### src/rtl/vga_pkg.sv
// Display timing constants shared across the video pipeline (1024x768 @ 60 Hz, 65 MHz pixel clock).
package vga_pkg;

  localparam int HOR_PIXELS = 1024;
  localparam int VER_PIXELS = 768;

endpackage

### src/rtl/invader_pkg.sv
// Shared types and geometry helpers for the invader row controller.
package invader_pkg;

  import vga_pkg::*;

  typedef enum logic [2:0] {
    MOVE_R,
    MOVE_L,
    DROP_TO_L,
    DROP_TO_R,
    HALT
  } move_state_e;

  localparam int DEF_NUM_INVADERS   = 10;
  localparam int DEF_INVADER_WIDTH  = 64;
  localparam int DEF_INVADER_HEIGHT = 48;
  localparam int DEF_X_INIT         = 32;
  localparam int DEF_Y_INIT         = 100;
  localparam int DEF_OFFSET         = 100;
  localparam int DEF_STEP_X         = 8;
  localparam int DEF_STEP_Y         = 16;
  localparam int DEF_Y_LIMIT        = 700;
  localparam int DEF_MIN_PERIOD     = 2;
  localparam int DEF_PERIOD_PER_INV = 3;

  // Column spacing: spread the leftover width evenly over the gaps between sprites.
  function automatic int pitch(input int num, input int width, input int offset);
    return width + ((HOR_PIXELS - offset) - num * width) / (num - 1);
  endfunction

endpackage

### src/rtl/invader_extent.sv
// Combinational first/last alive column and alive count of the invader mask.
module invader_extent #(
  parameter  int N     = 10,
  localparam int IDX_W = $clog2(N),
  localparam int CNT_W = $clog2(N + 1)
) (
  input  logic [N-1:0]     mask_i,
  output logic [IDX_W-1:0] first_o,
  output logic [IDX_W-1:0] last_o,
  output logic [CNT_W-1:0] count_o
);

  always_comb begin
    // NOTE: every output gets a default before the loops so no path leaves it unassigned (no latch).
    first_o = '0;
    last_o  = '0;
    count_o = '0;
    for (int i = N - 1; i >= 0; i--) begin
      if (mask_i[i]) first_o = IDX_W'(i);
    end
    for (int i = 0; i < N; i++) begin
      if (mask_i[i]) begin
        last_o  = IDX_W'(i);
        count_o = count_o + CNT_W'(1);
      end
    end
  end

endmodule

### src/rtl/invader_move_ctrl.sv
// Invader row motion: frame-paced stepping right/left with drops, halting at the invasion line.
module invader_move_ctrl
  import invader_pkg::*;
  import vga_pkg::*;
#(
  parameter int NUM_INVADERS   = DEF_NUM_INVADERS,
  parameter int INVADER_WIDTH  = DEF_INVADER_WIDTH,
  parameter int INVADER_HEIGHT = DEF_INVADER_HEIGHT,
  parameter int X_INIT         = DEF_X_INIT,
  parameter int Y_INIT         = DEF_Y_INIT,
  parameter int OFFSET         = DEF_OFFSET,
  parameter int STEP_X         = DEF_STEP_X,
  parameter int STEP_Y         = DEF_STEP_Y,
  parameter int Y_LIMIT        = DEF_Y_LIMIT,
  parameter int MIN_PERIOD     = DEF_MIN_PERIOD,
  parameter int PERIOD_PER_INV = DEF_PERIOD_PER_INV
) (
  input  logic                    clk65MHz,
  input  logic                    rst,
  input  logic                    frame_tick,
  input  logic                    game_run,
  input  logic [NUM_INVADERS-1:0] invader_enable,
  output logic [9:0]              xpos,
  output logic [9:0]              ypos,
  output logic                    step_pulse,
  output logic                    bottom_reached,
  output logic                    all_cleared
);

  localparam int IDX_W = $clog2(NUM_INVADERS);
  localparam int CNT_W = $clog2(NUM_INVADERS + 1);
  localparam int PER_W = 16;
  localparam int PITCH = pitch(NUM_INVADERS, INVADER_WIDTH, OFFSET);

  logic [IDX_W-1:0] first_c, last_c, first_q, last_q;
  logic [CNT_W-1:0] count_c, count_q;
  logic             valid_q;

  move_state_e      state_q, state_d;
  logic [PER_W-1:0] cnt_q, cnt_d, period;
  logic [9:0]       xpos_q, xpos_d, ypos_q, ypos_d;
  logic             step_q, step_d, bottom_q, bottom_d;
  logic             active, fire, right_ok, bottom_hit;

  invader_extent #(.N(NUM_INVADERS)) u_extent (
    .mask_i  (invader_enable),
    .first_o (first_c),
    .last_o  (last_c),
    .count_o (count_c)
  );

  // The motion rules only need the right edge; the left extent is kept alongside for completeness.
  logic unused_first;
  assign unused_first = ^first_q;

  assign period     = PER_W'(MIN_PERIOD) + PER_W'(count_q) * PER_W'(PERIOD_PER_INV);
  assign active     = game_run && valid_q && (count_q != '0);
  assign fire       = active && frame_tick && (cnt_q >= period - PER_W'(1));
  assign right_ok   = (X_INIT + int'(xpos_q) + STEP_X + int'(last_q) * PITCH + INVADER_WIDTH)
                      <= HOR_PIXELS;
  assign bottom_hit = (Y_INIT + int'(ypos_q) + STEP_Y + INVADER_HEIGHT) >= Y_LIMIT;

  always_comb begin
    state_d  = state_q;
    cnt_d    = cnt_q;
    xpos_d   = xpos_q;
    ypos_d   = ypos_q;
    step_d   = 1'b0;
    bottom_d = bottom_q;

    // >= rather than == so a period that shrank under the count fires on the next tick.
    if (active && frame_tick) begin
      if (cnt_q >= period - PER_W'(1)) cnt_d = '0;
      else                             cnt_d = cnt_q + PER_W'(1);
    end

    if (fire && state_q != HALT) begin
      step_d = 1'b1;
      case (state_q)
        MOVE_R: begin
          if (right_ok) xpos_d  = xpos_q + 10'(STEP_X);
          else          state_d = DROP_TO_L;
        end
        MOVE_L: begin
          if (int'(xpos_q) >= STEP_X) xpos_d  = xpos_q - 10'(STEP_X);
          else                        state_d = DROP_TO_R;
        end
        DROP_TO_L, DROP_TO_R: begin
          ypos_d = ypos_q + 10'(STEP_Y);
          if (bottom_hit) begin
            state_d  = HALT;
            bottom_d = 1'b1;
          end else begin
            state_d = (state_q == DROP_TO_L) ? MOVE_L : MOVE_R;
          end
        end
        default: ;
      endcase
    end
  end

  always_ff @(posedge clk65MHz) begin
    // NOTE: non-blocking assignments so every register samples the pre-edge values of the others.
    if (rst) begin
      first_q  <= '0;
      last_q   <= '0;
      count_q  <= '0;
      valid_q  <= 1'b0;
      state_q  <= MOVE_R;
      cnt_q    <= '0;
      xpos_q   <= '0;
      ypos_q   <= '0;
      step_q   <= 1'b0;
      bottom_q <= 1'b0;
    end else begin
      first_q  <= first_c;
      last_q   <= last_c;
      count_q  <= count_c;
      valid_q  <= 1'b1;
      state_q  <= state_d;
      cnt_q    <= cnt_d;
      xpos_q   <= xpos_d;
      ypos_q   <= ypos_d;
      step_q   <= step_d;
      bottom_q <= bottom_d;
    end
  end

  assign xpos           = xpos_q;
  assign ypos           = ypos_q;
  assign step_pulse     = step_q;
  assign bottom_reached = bottom_q;
  assign all_cleared    = valid_q && (count_q == '0);

endmodule

### config.mk
export PLATFORM = sky130hd
export DESIGN_NAME = invader_move_ctrl
export DESIGN_NICKNAME = d
export VERILOG_FILES = /design/src/rtl/vga_pkg.sv /design/src/rtl/invader_pkg.sv /design/src/rtl/invader_extent.sv /design/src/rtl/invader_move_ctrl.sv
export SDC_FILE = /design/constraint.sdc
export NUM_CORES = 1
export LEC_CHECK = 0
export ABC_AREA = 0
export CAP_MARGIN = 20
export CORE_MARGIN = 2
export CORE_UTILIZATION = 35
export CTS_CLUSTER_SIZE = 24
export DETAILED_ROUTE_END_ITERATION = 6
export GPL_TIMING_DRIVEN = 1
export HOLD_SLACK_MARGIN = 0.06
export SYNTH_ARGS = -nofsm -noshare
export SYNTH_HDL_FRONTEND = slang
export SYNTH_HIERARCHICAL = 1
export SYNTH_SLANG_ARGS = --single-unit
### constraint.sdc
create_clock -name clk65MHz -period 9.5 [get_ports clk65MHz]
set_input_delay 1.9 -clock clk65MHz [delete_from_list [all_inputs] [get_ports clk65MHz]]
set_output_delay 1.9 -clock clk65MHz [all_outputs]
set_load 0.05 [all_outputs]
==> impl_metrics.env, run 1 <==
export IMPL_period_needed_ns=6.81
export IMPL_status="complete, no violations"
export IMPL_clock_sinks=43
export IMPL_placed_cell_area_sq_um=4640
export IMPL_drive_gt1_frac=0.0525
export IMPL_crit_top_cell="ha_1"
export IMPL_io_buffers=29
export IMPL_hold_path_startpoint="bottom_reached$_SDFFE_PP0P_"
export IMPL_grt_pass1_wl_mm=14.6
export IMPL_relSlewSlack=0.453
export IMPL_diodes=0
export IMPL_worstMarginPinSlew_ns=0.821
export IMPL_worstPathRequired_ns=9.67
export IMPL_powerDensity_nw_per_um2=146
export IMPL_skew_ns=0.00494
export IMPL_tns_ns=0
export IMPL_vias_per_cell=5.12
export IMPL_dr_pass1_iters=4
export IMPL_cp_end_kind="register"
export IMPL_track_usage=0.133
export IMPL_p_int_mw=0.430
export IMPL_timing_rr_end="xpos[6]$_SDFFE_PP0P_"
export IMPL_maxCapViolCount=0
export IMPL_total_leakage_power_nw=2.03
export IMPL_yosys_warnings=6
export IMPL_worstSetupPathType="in -> reg"
export IMPL_netlist_instances=515
export IMPL_grt_pass1_vias=3286
export IMPL_rows=40
export IMPL_fmax_mhz=147
export IMPL_antenna_found_initial=0
export IMPL_postLayoutCellArea_sq_um=4790
export IMPL_clk_latency_ns=0.29
export IMPL_ff2ff_setup_slack_ns=5.04
export IMPL_wire_per_inst_um=12.4
export IMPL_rsz0062_at_grt="no"
export IMPL_start_kind="primary input"
export IMPL_ctsHoldBuffers=0
export IMPL_p_switching_mw=0.269
export IMPL_hold_path_class="reg -> reg"
export IMPL_die_y_um=114
export IMPL_drt_total_wl_mm=8.45
export IMPL_syn_avg_cell_area_sq_um=8.29
export IMPL_cts_inserted_buffers=5
export IMPL_die_area_sq_um=13100
export IMPL_hold_slack_ns=0.487
export IMPL_fp_coreArea_sq_um=12000
export IMPL_crit_arrival_ns=6.98
export IMPL_power_mw=0.700
export IMPL_rr_startpoint="last_q[1]$_SDFF_PP0_"
export IMPL_crit_slowest_cell="clkdlybuf4s50_1"
export IMPL_ant_nets=0
export IMPL_post_cts_setup_buffers=0
export IMPL_cp_slowest_stage_delay_ns=0.52
export IMPL_cts_tree="built"
export IMPL_pwr_share_seq=0.286
export IMPL_cts_max_level=2
export IMPL_overflow=0
export IMPL_die_x_um=114
export IMPL_min_to="bottom_reached$_SDFFE_PP0P_"
export IMPL_drt_iter0_markers=117
export IMPL_report_final_hold_viol_count=0
export IMPL_switching_share=0.385
export IMPL_area_delta_synth_final_pct=12.2
export IMPL_root_buffer="clkbuf_16"
export IMPL_fin_crit_sh=0.717
export IMPL_synth_area_sq_um=4270
export IMPL_dp_hpwl_mm=6.71
export IMPL_start_util=0.357
export IMPL_pwr_share_clk=0.249
export IMPL_cts_buffer_depth=2
export IMPL_ctsResizeCount=0
export IMPL_rr_worst_depth=13
export IMPL_maxSlewViolCount=0
export IMPL_min_path_cells=2
export IMPL_path_clk_slew_ns=0.07
export IMPL_crit_fanout=7
export IMPL_setup_violations=0
export IMPL_ios=37
export IMPL_grt_max_degree=32
export IMPL_pwr_share_comb=0.465
export IMPL_irDropWorstVdd_uv=67.9
export IMPL_via_count=3480
export IMPL_fin_nets=614
export IMPL_gp_congestion=0.797
export IMPL_drc=0
==> power groups by stage <==
| stage | sequential, mW | combinational (mW) | clock [mW] |
|---|---|---|---|
| 2_1_floorplan | 0.204 | 0.267 | 0 |
| 4_1_cts | 0.201 | 0.329 | 0.180 |
| 5_1_grt | 0.202 | 0.372 | 0.185 |
| 3_3_place_gp | 0.204 | 0.317 | 0 |
| 3_5_place_dp | 0.205 | 0.326 | 0 |
| 6_report | 0.200 | 0.325 | 0.174 |
==> layout make-up <==
class                   count  area (sq um)
clock buffers               5           125
clock inverters             3          23.8
fillers                  1219          7170
inverters                  50           193
multi-input cells         402          3100
flip-flops and latches     43           861
well taps                 147           184
repair buffers             30           298
==> metal layers <==
metal	part of all wire	routed length, um	track usage	vias to the layer above
li1	-	-	-	1806
met2	0.51	4300	0.247	54
met5	0	0	0	-
met1	0.46	3860	0.163	1615
met4	0.0043	36	0.0333	0
met3	0.029	249	0.0154	5
==> worst max-delay path: cells and delay by family <==
family | cells | cell delay, ns
buffers and inverters | 2 | 0.60
xor gates and xnor gates | 6 | 0.97
AOI/OAI and AO/OA | 5 | 1.17
and+or+nand+nor | 8 | 0.70
adders and majority gates | 5 | 1.65
==> through the flow <==
stage / util / setup slack (ns) / cells
floorplan: - / 3.44 / 521
CTS: 0.400 / 2.67 / 680
finish: 0.400 / 2.69 / 680
global placement: 0.388 / 2.58 / 672
global route: 0.400 / 2.14 / 680
detailed placement: 0.388 / 2.39 / 672
==> cell usage in the layout, fill, tap and decap left out, drive strengths merged, types with 13 or more instances in the layout <==
cell	count
xor2	16
dfxtp	43
ha	54
nor2b	13
fa	14
o21ai	15
xnor2	24
clkdlybuf4s50	29
inv	51
nand3	21
nand2	33
nor2	58
a21oi	28
==> sequential cells by signal, indices dropped and copies added, names as in the netlist, 3 cells and up <==
register / count
cnt_q: 16
last_q: 4
state_q: 3
ypos: 6
count_q: 4
xpos: 7
==> worst max path at each step <==
stage                                  from  cells past startpoint               endpoint  slack [ns]
after global placement    invader_enable[1]                     26  count_q[2]$_SDFF_PP0_        2.58
after detailed placement  invader_enable[1]                     26  count_q[2]$_SDFF_PP0_        2.39
after CTS                 invader_enable[1]                     26  count_q[2]$_SDFF_PP0_        2.67
after floorplan           invader_enable[0]                     26  count_q[2]$_SDFF_PP0_        3.44
final                     invader_enable[1]                     26  count_q[2]$_SDFF_PP0_        2.69
after global routing      invader_enable[1]                     27  count_q[2]$_SDFF_PP0_        2.14
Power figures use the tool's default switching activity.
==> run 2, diff against run 1 <==
==> constraint.sdc (replaced) <==
create_clock -name clk65MHz -period 5.8 [get_ports clk65MHz]
set_input_delay 1.16 -clock clk65MHz [delete_from_list [all_inputs] [get_ports clk65MHz]]
set_output_delay 1.16 -clock clk65MHz [all_outputs]
set_load 0.05 [all_outputs]
==> run 2 against run 1 <==
Net effect: register-to-register slack worse by 3.7 ns; first-iteration DRC count decreased by 4.3%; sequential cell count is the same; die area did not move; setup slack worse by 2.4 ns; hold slack lost 0.0048 ns.
==> impl_metrics.env, run 2 (same netlist as run 1, synthesis figures left out) <==
export IMPL_via_count=3579
export IMPL_io_buffers=29
export IMPL_crit_arrival_ns=5.68
export IMPL_cts_buffer_depth=2
export IMPL_setup_ws_ns=0.286
export IMPL_die_x_um=114
export IMPL_gp_congestion=0.798
export IMPL_clk_latency_ns=0.29
export IMPL_fin_util=0.414
export IMPL_drt_total_wl_mm=8.73
export IMPL_fin_nets=631
export IMPL_cts_tree="built"
export IMPL_hold_path_class="reg -> reg"
export IMPL_wire_per_inst_um=12.5
export IMPL_placed_cell_area_sq_um=4760
export IMPL_crit_fanout=3
export IMPL_setup_violations=0
export IMPL_cp_end_kind="register"
export IMPL_start_kind="primary input"
export IMPL_skew_ns=0.00365
export IMPL_grt_pass1_vias=3371
export IMPL_drt_iter0_markers=112
export IMPL_final_cells=697
export IMPL_powerDensity_nw_per_um2=241
export IMPL_irDropWorstVdd_uv=123
export IMPL_overflow=0
export IMPL_rows=40
export IMPL_area_delta_synth_final_pct=16.0
export IMPL_start_util=0.357
export IMPL_grt_max_degree=32
export IMPL_status="complete, no violations"
export IMPL_relSlewSlack=0.449
export IMPL_fp_coreArea_sq_um=12000
export IMPL_layout_common_cells="57 x nor2_1, 51 x ha_1, 47 x inv_1"
export IMPL_maxCapViolCount=0
export IMPL_final_common_cell="nor2_1"
export IMPL_cts_inserted_buffers=5
export IMPL_antenna_found_initial=0
export IMPL_die_area_sq_um=13100
export IMPL_postLayoutCellArea_sq_um=4950
export IMPL_place_ws_ns=-0.275
export IMPL_report_final_hold_viol_count=0
export IMPL_cts_max_level=2
export IMPL_path_clk_slew_ns=0.06
export IMPL_power_mw=1.19
export IMPL_root_buffer="clkbuf_16"
export IMPL_grt_pass1_wl_mm=14.9
export IMPL_n_fill_cell=1205
export IMPL_regMostFlops="cnt_q"
export IMPL_diodes=0
export IMPL_ant_nets=0
export IMPL_fin_crit_sh=0.951
export IMPL_dp_cells=688
export IMPL_worstPathRequired_ns=5.97
export IMPL_hold_slack_ns=0.483
export IMPL_ctsHoldBuffers=0
export IMPL_vias_per_cell=5.13
export IMPL_maxSlewViolCount=0
export IMPL_total_leakage_power_nw=2.12
export IMPL_drive_gt1_frac=0.0909
export IMPL_dr_pass1_iters=4
export IMPL_worstMarginPinSlew_ns=0.827
export IMPL_ios=37
export IMPL_largest_reg_flops=16
export IMPL_fmax_mhz=181
export IMPL_track_usage=0.137
export IMPL_clock_sinks=43
export IMPL_period_needed_ns=5.51
export IMPL_worstSetupPathType="in -> reg"
export IMPL_drc=0
export IMPL_die_y_um=114
export IMPL_dp_hpwl_mm=6.90
export IMPL_tns_ns=0
## run 2: changes by cell type in the layout (fill, tap and decap cells not counted), sizes merged
cell	change
clkinvlp	-1
inv	-1
buf	+17
clkinv	+1
clkbuf	+1
## run 2: path summary, 6_finish.rpt
check / start / to / slack [ns] / depth (start not counted)
setup / recovery: invader_enable[0] / count_q[2]$_SDFF_PP0_ / 0.29 / 28
hold / removal: bottom_reached$_SDFFE_PP0P_ / bottom_reached$_SDFFE_PP0P_ / 0.48 / 2
setup reg to reg: last_q[1]$_SDFF_PP0_ / xpos[6]$_SDFFE_PP0P_ / 1.37 / 13
hold reg to reg: bottom_reached$_SDFFE_PP0P_ / bottom_reached$_SDFFE_PP0P_ / 0.48 / 2
## run 2: timing repair
item | 4_1_cts | 5_1_grt
gates resized for setup | 0 | 9
buffers inserted | 0 | 1
setup endpoints to repair | 0 | 3
hold endpoints to repair | 0 | 0
## run 2: critical path, cell delays in order
cell and delay [ns]:
clkdlybuf4s50_1 0.42, buf_4 0.14, ha_1 0.20, mux2i_1 0.20, xnor2_1 0.12, mux2i_1 0.18
inv_1 0.07, ha_1 0.27, nor2b_1 0.04, a311o_1 0.31, xnor2_1 0.15, nand2_1 0.09
o21ai_2 0.10, ha_4 0.30, nand2b_1 0.12, nor2_1 0.06, o21ai_1 0.13, o2111ai_1 0.13
a211o_1 0.30, ha_4 0.29, nor2_2 0.04, nor2_1 0.11, ha_1 0.15, nand2_1 0.08
xnor2_2 0.15, xnor2_1 0.13, xnor2_1 0.13, nor2b_1 0.12
## run 2: area by class of cell
class                      instances  area, sq um  area share
tap                              147          184      0.0372
multi-input combinational        402         3150       0.635
clock buffer                       6          129      0.0260
inverter                          50          193      0.0389
timing repair buffer              47          425      0.0859
sequential                        43          861       0.174
clock inverter                     2         12.5     0.00253
## run 2: metal layers
metal | wire (um) | global-route usage
met1 | 4050 | 0.165
met2 | 4380 | 0.252
met3 | 189 | 0.0180
met4 | 119 | 0.0407
met5 | 0 | 0
## run 2: where the power goes
group	total, mW	switching, mW	internal [mW]
Sequential	0.328	0.0192	0.309
Combinational	0.588	0.315	0.272
Clock	0.276	0.117	0.159
==> run 3, diff against run 2 <==
--- a/config.mk
+++ b/config.mk
@@ -7,12 +7,14 @@
 export LEC_CHECK = 0
 export ABC_AREA = 0
 export CAP_MARGIN = 20
+export CORE_ASPECT_RATIO = 0.5
 export CORE_MARGIN = 2
 export CORE_UTILIZATION = 35
 export CTS_CLUSTER_SIZE = 24
 export DETAILED_ROUTE_END_ITERATION = 6
 export GPL_TIMING_DRIVEN = 1
 export HOLD_SLACK_MARGIN = 0.06
+export SKIP_LAST_GASP = 1
 export SYNTH_ARGS = -nofsm -noshare
 export SYNTH_HDL_FRONTEND = slang
 export SYNTH_HIERARCHICAL = 1
==> run 3 against run 2 <==
Net effect: combinational power grew 2%; critical endpoint unchanged; hold slack gained 0.0031 ns; routed wire length hardly changed; highest routed layer unchanged; critical path type unchanged; via count fell by 2.2%; final area rose by 2.4%.
==> impl_metrics.env, run 3 (same netlist as run 1, synthesis figures left out) <==
export IMPL_cp_slowest_stage_delay_ns=0.55
export IMPL_regMostFlops="cnt_q"
export IMPL_irDropWorstVdd_uv=109
export IMPL_cts_tree="built"
export IMPL_status="complete, no violations"
export IMPL_antenna_found_initial=0
export IMPL_crit_slowest_cell="clkdlybuf4s50_1"
export IMPL_crit_fanout=4
export IMPL_drc=0
export IMPL_die_x_um=160
export IMPL_worstMarginPinSlew_ns=0.634
export IMPL_die_area_sq_um=13100
export IMPL_ant_nets=0
export IMPL_crit_arrival_ns=5.56
export IMPL_drt_total_wl_mm=8.73
export IMPL_grt_max_degree=32
export IMPL_postLayoutCellArea_sq_um=5070
export IMPL_grt_pass1_vias=3221
export IMPL_worstSetupPathType="in -> reg"
export IMPL_ctsHoldBuffers=0
export IMPL_worstPathRequired_ns=5.96
export IMPL_hold_slack_ns=0.486
export IMPL_wire_per_inst_um=12.1
export IMPL_placed_cell_area_sq_um=4800
export IMPL_fmax_mhz=185
export IMPL_grt_pass1_wl_mm=15.2
export IMPL_setup_violations=0
export IMPL_powerDensity_nw_per_um2=249
export IMPL_n_fill_cell=1186
export IMPL_crit_top_cell="xnor2_1"
export IMPL_area_delta_synth_final_pct=18.7
export IMPL_via_count=3501
export IMPL_io_buffers=29
export IMPL_period_needed_ns=5.40
export IMPL_die_y_um=82.1
export IMPL_path_clk_slew_ns=0.06
export IMPL_hold_path_class="reg -> reg"
export IMPL_rows=28
export IMPL_maxSlewViolCount=0
export IMPL_fin_nets=635
export IMPL_diodes=0
export IMPL_maxCapViolCount=0
export IMPL_cp_end_kind="register"
export IMPL_dr_pass1_iters=4
export IMPL_fin_crit_sh=0.931
export IMPL_ios=37
export IMPL_track_usage=0.140
export IMPL_relSlewSlack=0.576
export IMPL_final_common_cell="nor2_1"
export IMPL_dp_hpwl_mm=6.72
export IMPL_root_buffer="clkbuf_16"
export IMPL_layout_common_cells="57 x nor2_1, 49 x ha_1, 45 x inv_1"
export IMPL_gp_congestion=0.825
export IMPL_clock_sinks=43
export IMPL_report_final_hold_viol_count=0
export IMPL_cts_max_level=2
export IMPL_fp_coreArea_sq_um=11800
export IMPL_start_util=0.360
export IMPL_overflow=0
export IMPL_rsz0062_at_grt="no"
export IMPL_layout_area_seq_sq_um=861
export IMPL_skew_ns=0.00613
export IMPL_start_kind="primary input"
export IMPL_dp_cells=709
export IMPL_total_leakage_power_nw=2.18
export IMPL_multiInputGateArea_sq_um=3170
export IMPL_clk_latency_ns=0.28
export IMPL_drive_gt1_frac=0.110
export IMPL_cts_inserted_buffers=5
export IMPL_vias_per_cell=4.87
export IMPL_cts_buffer_depth=2
export IMPL_final_cells=719
export IMPL_drt_iter0_markers=187
export IMPL_largest_reg_flops=16
run 3: cell types whose count changed in the layout (fill, tap and decap cells not counted), moves of 2 or more:
cell,previous run,this run
buf_4,18,22
clkdlybuf4s50_1,29,27
dlymetal6s2s_1,0,2
ha_1,51,49
inv_1,47,45
inv_2,2,4
run 3: critical path, delay by kind of cell:
family,cells,cell delay (ns)
compound gates,5,1.00
buf+inv,2,0.62
xor+xnor,5,0.69
fa+ha+maj,4,1.03
mux,2,0.46
simple gates,8,0.62
run 3: path summary, 6_finish.rpt:
kind                                                   from                     endpoint  depth (start not counted)  slack, ns
worst min register to register  bottom_reached$_SDFFE_PP0P_  bottom_reached$_SDFFE_PP0P_                          2       0.49
worst max-delay path                      invader_enable[2]        count_q[2]$_SDFF_PP0_                         26       0.40
worst max register to register         last_q[1]$_SDFF_PP0_         xpos[6]$_SDFFE_PP0P_                         13       1.34
worst min-delay path            bottom_reached$_SDFFE_PP0P_  bottom_reached$_SDFFE_PP0P_                          2       0.49
run 3: power breakdown:
part           total, mW  internal, mW  switching (mW)  leakage (nW)
Sequential         0.332         0.309          0.0234         0.349
Combinational      0.601         0.281           0.320          1.74
Clock              0.326         0.214           0.112        0.0868
run 3: layout make-up:
class	count	share of cell area
well taps	165	0.0408
clock buffers	6	0.0274
repair buffers	51	0.0909
flip-flops and latches	43	0.170
clock inverters	2	0.00692
inverters	50	0.0380
multi-input cells	402	0.626
run 3: routing by layer:
layer	part of all wire	vias up	track usage	wire, um
met3	0.027	6	0.0263	238
li1	-	1841	-	-
met4	0.0070	0	0.0279	61
met1	0.52	1607	0.192	4530
met2	0.45	47	0.233	3900
met5	0	-	0	0
run 3: repair_timing:
action	4_1_cts	5_1_grt
setup endpoints to repair	0	3
gates resized for setup	0	18
setup buffers	0	2
run 3: through the flow:
stage	setup WS (ns)	util	setup TNS, ns	power (mW)
finish	0.399	0.428	0	1.26
global route	0.0744	0.428	0	1.37
global placement	-0.0934	0.406	-0.119	0.894
CTS	0.0413	0.420	0	1.24
detailed placement	-0.233	0.406	-0.474	0.904
floorplan	0.475	-	0	0.771
